==> config.mk <==
export PLATFORM = sky130hd
export DESIGN_NAME = hamming_enc_seq
export DESIGN_NICKNAME = d
export VERILOG_FILES = /design/src/rtl/hamming_pkg.sv /design/src/rtl/hamming_enc_seq.sv
export SDC_FILE = /design/constraint.sdc
export NUM_CORES = 1
export LEC_CHECK = 0
export ABC_AREA = 0
export CAP_MARGIN = 15
export CORE_MARGIN = 8
export CORE_UTILIZATION = 54
export CTS_BUF_LIST = sky130_fd_sc_hd__clkbuf_16
export DETAILED_ROUTE_END_ITERATION = 8
export GPL_ROUTABILITY_DRIVEN = 1
export PLACE_DENSITY = 0.83
export SYNTH_ARGS = -nofsm -noshare
export SYNTH_HDL_FRONTEND = slang
export SYNTH_SLANG_ARGS = --single-unit
export TNS_END_PERCENT = 5
==> constraint.sdc <==
create_clock -name clk -period 3.41 [get_ports clk]
set_input_delay 0.682 -clock clk [delete_from_list [all_inputs] [get_ports clk]]
set_output_delay 0.682 -clock clk [all_outputs]
set_load 0.02 [all_outputs]
==> src/rtl/hamming_pkg.sv <==
// Shared definitions for the Hamming SECDED encode sequencer and the ALU it drives.
// Holds FSM states, ALU op codes, parity slot positions and packing helpers.
package hamming_pkg;

  localparam int unsigned BYTE_W  = 8;
  localparam int unsigned MSG_H_W = 3;
  localparam int unsigned OP_W    = 4;

  typedef enum logic [3:0] {
    S_IDLE = 4'd0,
    S_P1   = 4'd1,
    S_P2   = 4'd2,
    S_P4   = 4'd3,
    S_P8   = 4'd4,
    S_PKL  = 4'd5,
    S_PKM  = 4'd6,
    S_P0   = 4'd7,
    S_DONE = 4'd8
  } enc_state_t;

  localparam logic [OP_W-1:0] ALU_NOP = 4'b0000;
  localparam logic [OP_W-1:0] ALU_P0  = 4'b1000;
  localparam logic [OP_W-1:0] ALU_P1  = 4'b1001;
  localparam logic [OP_W-1:0] ALU_P2  = 4'b1010;
  localparam logic [OP_W-1:0] ALU_P4  = 4'b1011;
  localparam logic [OP_W-1:0] ALU_P8  = 4'b1100;
  localparam logic [OP_W-1:0] ALU_PKL = 4'b1101;
  localparam logic [OP_W-1:0] ALU_PKM = 4'b1110;

  // Parity slot positions within the 16-bit codeword
  localparam int unsigned POS_P0 = 0;
  localparam int unsigned POS_P1 = 1;
  localparam int unsigned POS_P2 = 2;
  localparam int unsigned POS_P4 = 4;
  localparam int unsigned POS_P8 = 8;

  // Low-byte parity bits p1/p2/p4 dropped into their slots
  function automatic logic [BYTE_W-1:0] lsw_parity_mask(input logic p1, input logic p2,
                                                        input logic p4);
    return (BYTE_W'(p1) << POS_P1) | (BYTE_W'(p2) << POS_P2) | (BYTE_W'(p4) << POS_P4);
  endfunction

  // High-byte parity bit p8 dropped into its slot
  function automatic logic [BYTE_W-1:0] msw_parity_mask(input logic p8);
    return BYTE_W'(p8) << (POS_P8 - BYTE_W);
  endfunction

endpackage

==> src/rtl/hamming_enc_seq.sv <==
// Sequences the external ALU through parity and packing ops to build a
// Hamming(16,11) SECDED codeword; ALU drive is registered from the next state.
module hamming_enc_seq
  import hamming_pkg::*;
(
  input  logic              clk,
  input  logic              reset,
  input  logic              start,
  input  logic [BYTE_W-1:0] msg_lsw,
  input  logic [BYTE_W-1:0] msg_msw,
  output logic              busy,
  output logic              done,
  output logic [BYTE_W-1:0] enc_lsw,
  output logic [BYTE_W-1:0] enc_msw,
  output logic [OP_W-1:0]   alu_op,
  output logic [BYTE_W-1:0] alu_a,
  output logic [BYTE_W-1:0] alu_b,
  input  logic [BYTE_W-1:0] alu_rslt
);

  enc_state_t         state;
  logic [BYTE_W-1:0]  m_l;
  logic [MSG_H_W-1:0] m_h;
  logic               p1, p2, p4, p8;
  logic [BYTE_W-1:0]  lsw_r;
  logic [BYTE_W-1:0]  msw_r;
  logic [BYTE_W-1:0]  pk_msw;

  // Upper message bits carry no data
  logic unused_msw;
  assign unused_msw = ^msg_msw[BYTE_W-1:MSG_H_W];

  assign pk_msw = alu_rslt | msw_parity_mask(p8);

  // Each state's capture happens at its closing edge, together with the drive for the next state
  always_ff @(posedge clk) begin
    if (reset) begin
      state   <= S_IDLE;
      busy    <= 1'b0;
      done    <= 1'b0;
      enc_lsw <= '0;
      enc_msw <= '0;
      alu_op  <= ALU_NOP;
      alu_a   <= '0;
      alu_b   <= '0;
      m_l     <= '0;
      m_h     <= '0;
      p1      <= 1'b0;
      p2      <= 1'b0;
      p4      <= 1'b0;
      p8      <= 1'b0;
      lsw_r   <= '0;
      msw_r   <= '0;
    end else begin
      done <= 1'b0;
      case (state)
        S_IDLE: begin
          if (start) begin
            m_l    <= msg_lsw;
            m_h    <= msg_msw[MSG_H_W-1:0];
            busy   <= 1'b1;
            state  <= S_P1;
            alu_op <= ALU_P1;
            alu_a  <= msg_lsw;
            alu_b  <= BYTE_W'(msg_msw[MSG_H_W-1:0]);
          end
        end
        S_P1: begin
          p1     <= alu_rslt[0];
          state  <= S_P2;
          alu_op <= ALU_P2;
        end
        S_P2: begin
          p2     <= alu_rslt[0];
          state  <= S_P4;
          alu_op <= ALU_P4;
        end
        S_P4: begin
          p4     <= alu_rslt[0];
          state  <= S_P8;
          alu_op <= ALU_P8;
        end
        S_P8: begin
          p8     <= alu_rslt[0];
          state  <= S_PKL;
          alu_op <= ALU_PKL;
          alu_a  <= m_l;
          alu_b  <= '0;
        end
        S_PKL: begin
          lsw_r  <= alu_rslt | lsw_parity_mask(p1, p2, p4);
          state  <= S_PKM;
          alu_op <= ALU_PKM;
          alu_a  <= m_l;
          alu_b  <= BYTE_W'(m_h);
        end
        S_PKM: begin
          msw_r  <= pk_msw;
          state  <= S_P0;
          alu_op <= ALU_P0;
          alu_a  <= lsw_r;
          alu_b  <= pk_msw;
        end
        S_P0: begin
          lsw_r   <= {lsw_r[BYTE_W-1:1], alu_rslt[0]};
          enc_lsw <= {lsw_r[BYTE_W-1:1], alu_rslt[0]};
          enc_msw <= msw_r;
          done    <= 1'b1;
          state   <= S_DONE;
          alu_op  <= ALU_NOP;
          alu_a   <= '0;
          alu_b   <= '0;
        end
        S_DONE: begin
          busy  <= 1'b0;
          state <= S_IDLE;
        end
        default: begin
          busy   <= 1'b0;
          state  <= S_IDLE;
          alu_op <= ALU_NOP;
          alu_a  <= '0;
          alu_b  <= '0;
        end
      endcase
    end
  end

endmodule

==> flow_metrics.env <==
export IMPL_switchingPower_uw=537
export IMPL_seq_area_frac_synth=0.497
export IMPL_hold_path_class="reg2reg"
export IMPL_grt_max_degree=34
export IMPL_final_cell_mix="dfxtp_1 (73), nand2_1 (60), clkdlybuf4s50_1 (58), a21oi_1 (37), nor2_1 (36)"
export IMPL_crit_end="enc_msw[7]"
export IMPL_grt_pass1_vias=2520
export IMPL_ys_warn_count=0
export IMPL_ctsHoldBuffers=0
export IMPL_synth_edf_count=0
export IMPL_clock_path_buffers=2
export IMPL_post_cts_buffers=0
export IMPL_fin_worst_skew_ns=0.00572
export IMPL_grt_pass1_wl_mm=12.8
export IMPL_rr_startpoint="state[2]"
export IMPL_seqPwrFrac=0.439
export IMPL_drv_slew=0
export IMPL_multiInputGateArea_um2=1330
export IMPL_synth_area_leaders="dfxtp_1 (50%), nand2_1 (7.7%), a21oi_1 (6.3%)"
export IMPL_worst_path_stages=4
export IMPL_power_frac_comb=0.135
export IMPL_powerDensity_nw_per_um2=561
export IMPL_r2r_slack_ns=0.99
export IMPL_h_tree_depth=3
export IMPL_layout_nets=404
export IMPL_die_y_um=89.8
export IMPL_antenna_found_initial=0
export IMPL_worstSkewPairLatency_ns=0.33
export IMPL_max_slew_margin=0.250
export IMPL_cp_top_family="simple AND/OR/NAND/NOR gates"
export IMPL_numCtsBuffers=9
export IMPL_clk_pin_slew_worst_paths_ns=0.06
export IMPL_rsz0062_at_grt="no"
export IMPL_io_buffers=59
export IMPL_wl_per_cell_um=17.4
export IMPL_period_share=0.710
export IMPL_period_needed_ns=2.42
export IMPL_avgSynthCellArea_um2=8.91
export IMPL_reg2reg_depth=4
export IMPL_wl_mm=7.88
export IMPL_worstReg2RegEnd="enc_msw[7]"
export IMPL_fin_tns_setup_ns=0
export IMPL_clkSinkCount=73
export IMPL_startpoint_type="flop"
export IMPL_dp_cells=438
export IMPL_cpMaxStageDelayCell="dfxtp_1"
export IMPL_core_area_um2=5370
export IMPL_cts_tree="built"
export IMPL_max_freq_ghz=0.413
export IMPL_drive_gt1_frac=0.0654
export IMPL_synth_cell_types=42
export IMPL_endpoint_kind="flop"
export IMPL_crit_buf_inv=0
export IMPL_critPathKind="reg2reg"
export IMPL_grt_total_usage=0.194
export IMPL_seq_area_um2=1460
export IMPL_vias=2595
export IMPL_hold_violations=0
export IMPL_cts_resized=0
export IMPL_power_leakage_nw=1.38
export IMPL_tightest_slew_ns=1.12
export IMPL_swShare=0.253
export IMPL_num_antenna_cells=0
export IMPL_yosys_area_top_type="dfxtp_1"
export IMPL_power_frac_clock=0.426
export IMPL_status="finished clean"
export IMPL_vdd_drop_max_uv=330
export IMPL_ant_nets=0
export IMPL_path_max_fanout=19
export IMPL_place_gp_congestion=0.804
export IMPL_setup_viol=0
export IMPL_dpl_hpwl_mm=5.06
export IMPL_cpPeakStageDelay_ns=0.77
export IMPL_io_pins=65
export IMPL_post_route_util=0.704
export IMPL_drtPass1Iterations=4
export IMPL_nFillCells=408
export IMPL_p_int_mw=1.59
export IMPL_final_common_cell="dfxtp_1"
export IMPL_arrival_ns=2.62
export IMPL_die_area_um2=8060
export IMPL_crit_start="state[2]"
export IMPL_synthFlopType="dfxtp_1"
export IMPL_vias_per_cell=5.72
export IMPL_die_w_um=89.8
export IMPL_ctsRootBufferMaster="clkbuf_16"
export IMPL_maxCapViolCount=0
export IMPL_start_util=0.547
export IMPL_synth_fp_nets=357
export IMPL_worst_path_most_repeated_cell="nand2_1"
export IMPL_fin_cells=454
export IMPL_drt_iter0_drc=233
export IMPL_syn2layout_area_growth_pct=28.7
export IMPL_required_ns=3.61
export IMPL_rows=27
export IMPL_netlist_area_um2=2940
export IMPL_path_cells="and2_1, nand2_1, nand2_1, a21oi_1"
export IMPL_drc_errors=0
export IMPL_synth_cells=330
export IMPL_ys_ff_latch=73
export IMPL_overflow=0
export IMPL_async_flop_share=0
export IMPL_synth_top_cell_area_share=0.497
-- logic make-up after synthesis --
group | Yosys count | share of synthesized area
AO/OA/AOI/OAI | 87 | 0.205
flip-flops | 73 | 0.497
XOR/XNOR | 2 | 0.00596
multiplexers | 18 | 0.0613
AND/OR/NAND/NOR | 123 | 0.181
buffers and inverters | 27 | 0.0502
-- layer usage --
layer | vias up | part of all wire | global-route usage
met1 | 1237 | 0.44 | 0.238
met3 | 12 | 0.066 | 0.0532
met5 | - | 0 | 0
li1 | 1236 | - | -
met4 | 0 | 0.017 | 0.0832
met2 | 110 | 0.48 | 0.310
-- power by group through the flow --
stage / Clock, mW / Combinational (mW) / Sequential [mW]
6_report: 0.904 / 0.287 / 0.933
5_1_grt: 0.966 / 0.309 / 0.938
4_1_cts: 0.915 / 0.287 / 0.931
3_5_place_dp: 0 / 0.282 / 0.948
3_3_place_gp: 0 / 0.275 / 0.947
2_1_floorplan: 0 / 0.178 / 0.954
-- worst min-delay path: cells and delay by family, from the launching register on --
family	cells	cell delay, ns
DFF	1	0.30
AOI/OAI and AO/OA	1	0.05
and+or+nand+nor	1	0.05
-- through the flow --
stage / worst slack, ns / cell area, µm² / power (mW) / hold WS (ns)
finish: 0.989 / 3780 / 2.12 / 0.452
global route: 0.837 / 3780 / 2.21 / 0.473
CTS: 1.03 / 3780 / 2.13 / 0.456
detailed placement: 0.825 / 3490 / 1.23 / 0.445
global placement: 0.853 / 3490 / 1.22 / 0.442
floorplan: 1.78 / 2940 / 1.13 / 0.432
-- worst min path at each step --
stage	startpoint	to	slack, ns	cells past startpoint
floorplan	msw_r[4]	enc_msw[4]	0.43	2
global placement	enc_lsw[4]	enc_lsw[4]	0.44	2
detailed placement	msw_r[6]	enc_msw[6]	0.45	2
CTS	enc_lsw[0]	enc_lsw[0]	0.46	2
global route	enc_lsw[0]	enc_lsw[0]	0.47	2
finish	enc_lsw[0]	enc_lsw[0]	0.45	2
-- sequential cells by signal, indices dropped and copies added, names as in the netlist, 3 cells and up --
| name | count |
|---|---|
| enc_msw | 8 |
| alu_a | 8 |
| msw_r | 8 |
| m_h | 3 |
| state | 4 |
| lsw_r | 8 |
| alu_op | 4 |
| alu_b | 8 |
| m_l | 8 |
| enc_lsw | 8 |
-- cell usage after synthesis, drive strengths merged (3+ instances only) --
master and n:
a211oi 5, a21oi 37, a22o 11, a22oi 10
and2 3, buf 16, clkbuf 10, dfxtp 73
mux2i 18, nand2 60, nand2b 4, nand3 3
nor2 38, nor2b 4, nor3 6, o21a 3
o21ai 4, o2bb2ai 10
-- area by class of cell --
| class | count | share of cell area |
|---|---|---|
| Clock buffer | 9 | 0.0595 |
| Sequential cell | 73 | 0.386 |
| Clock inverter | 7 | 0.0169 |
| Timing Repair Buffer | 62 | 0.161 |
| Inverter | 1 | 0.000992 |
| Tap cell | 72 | 0.0238 |
| Multi-Input combinational cell | 230 | 0.352 |
(Power assumes the default switching activity.)
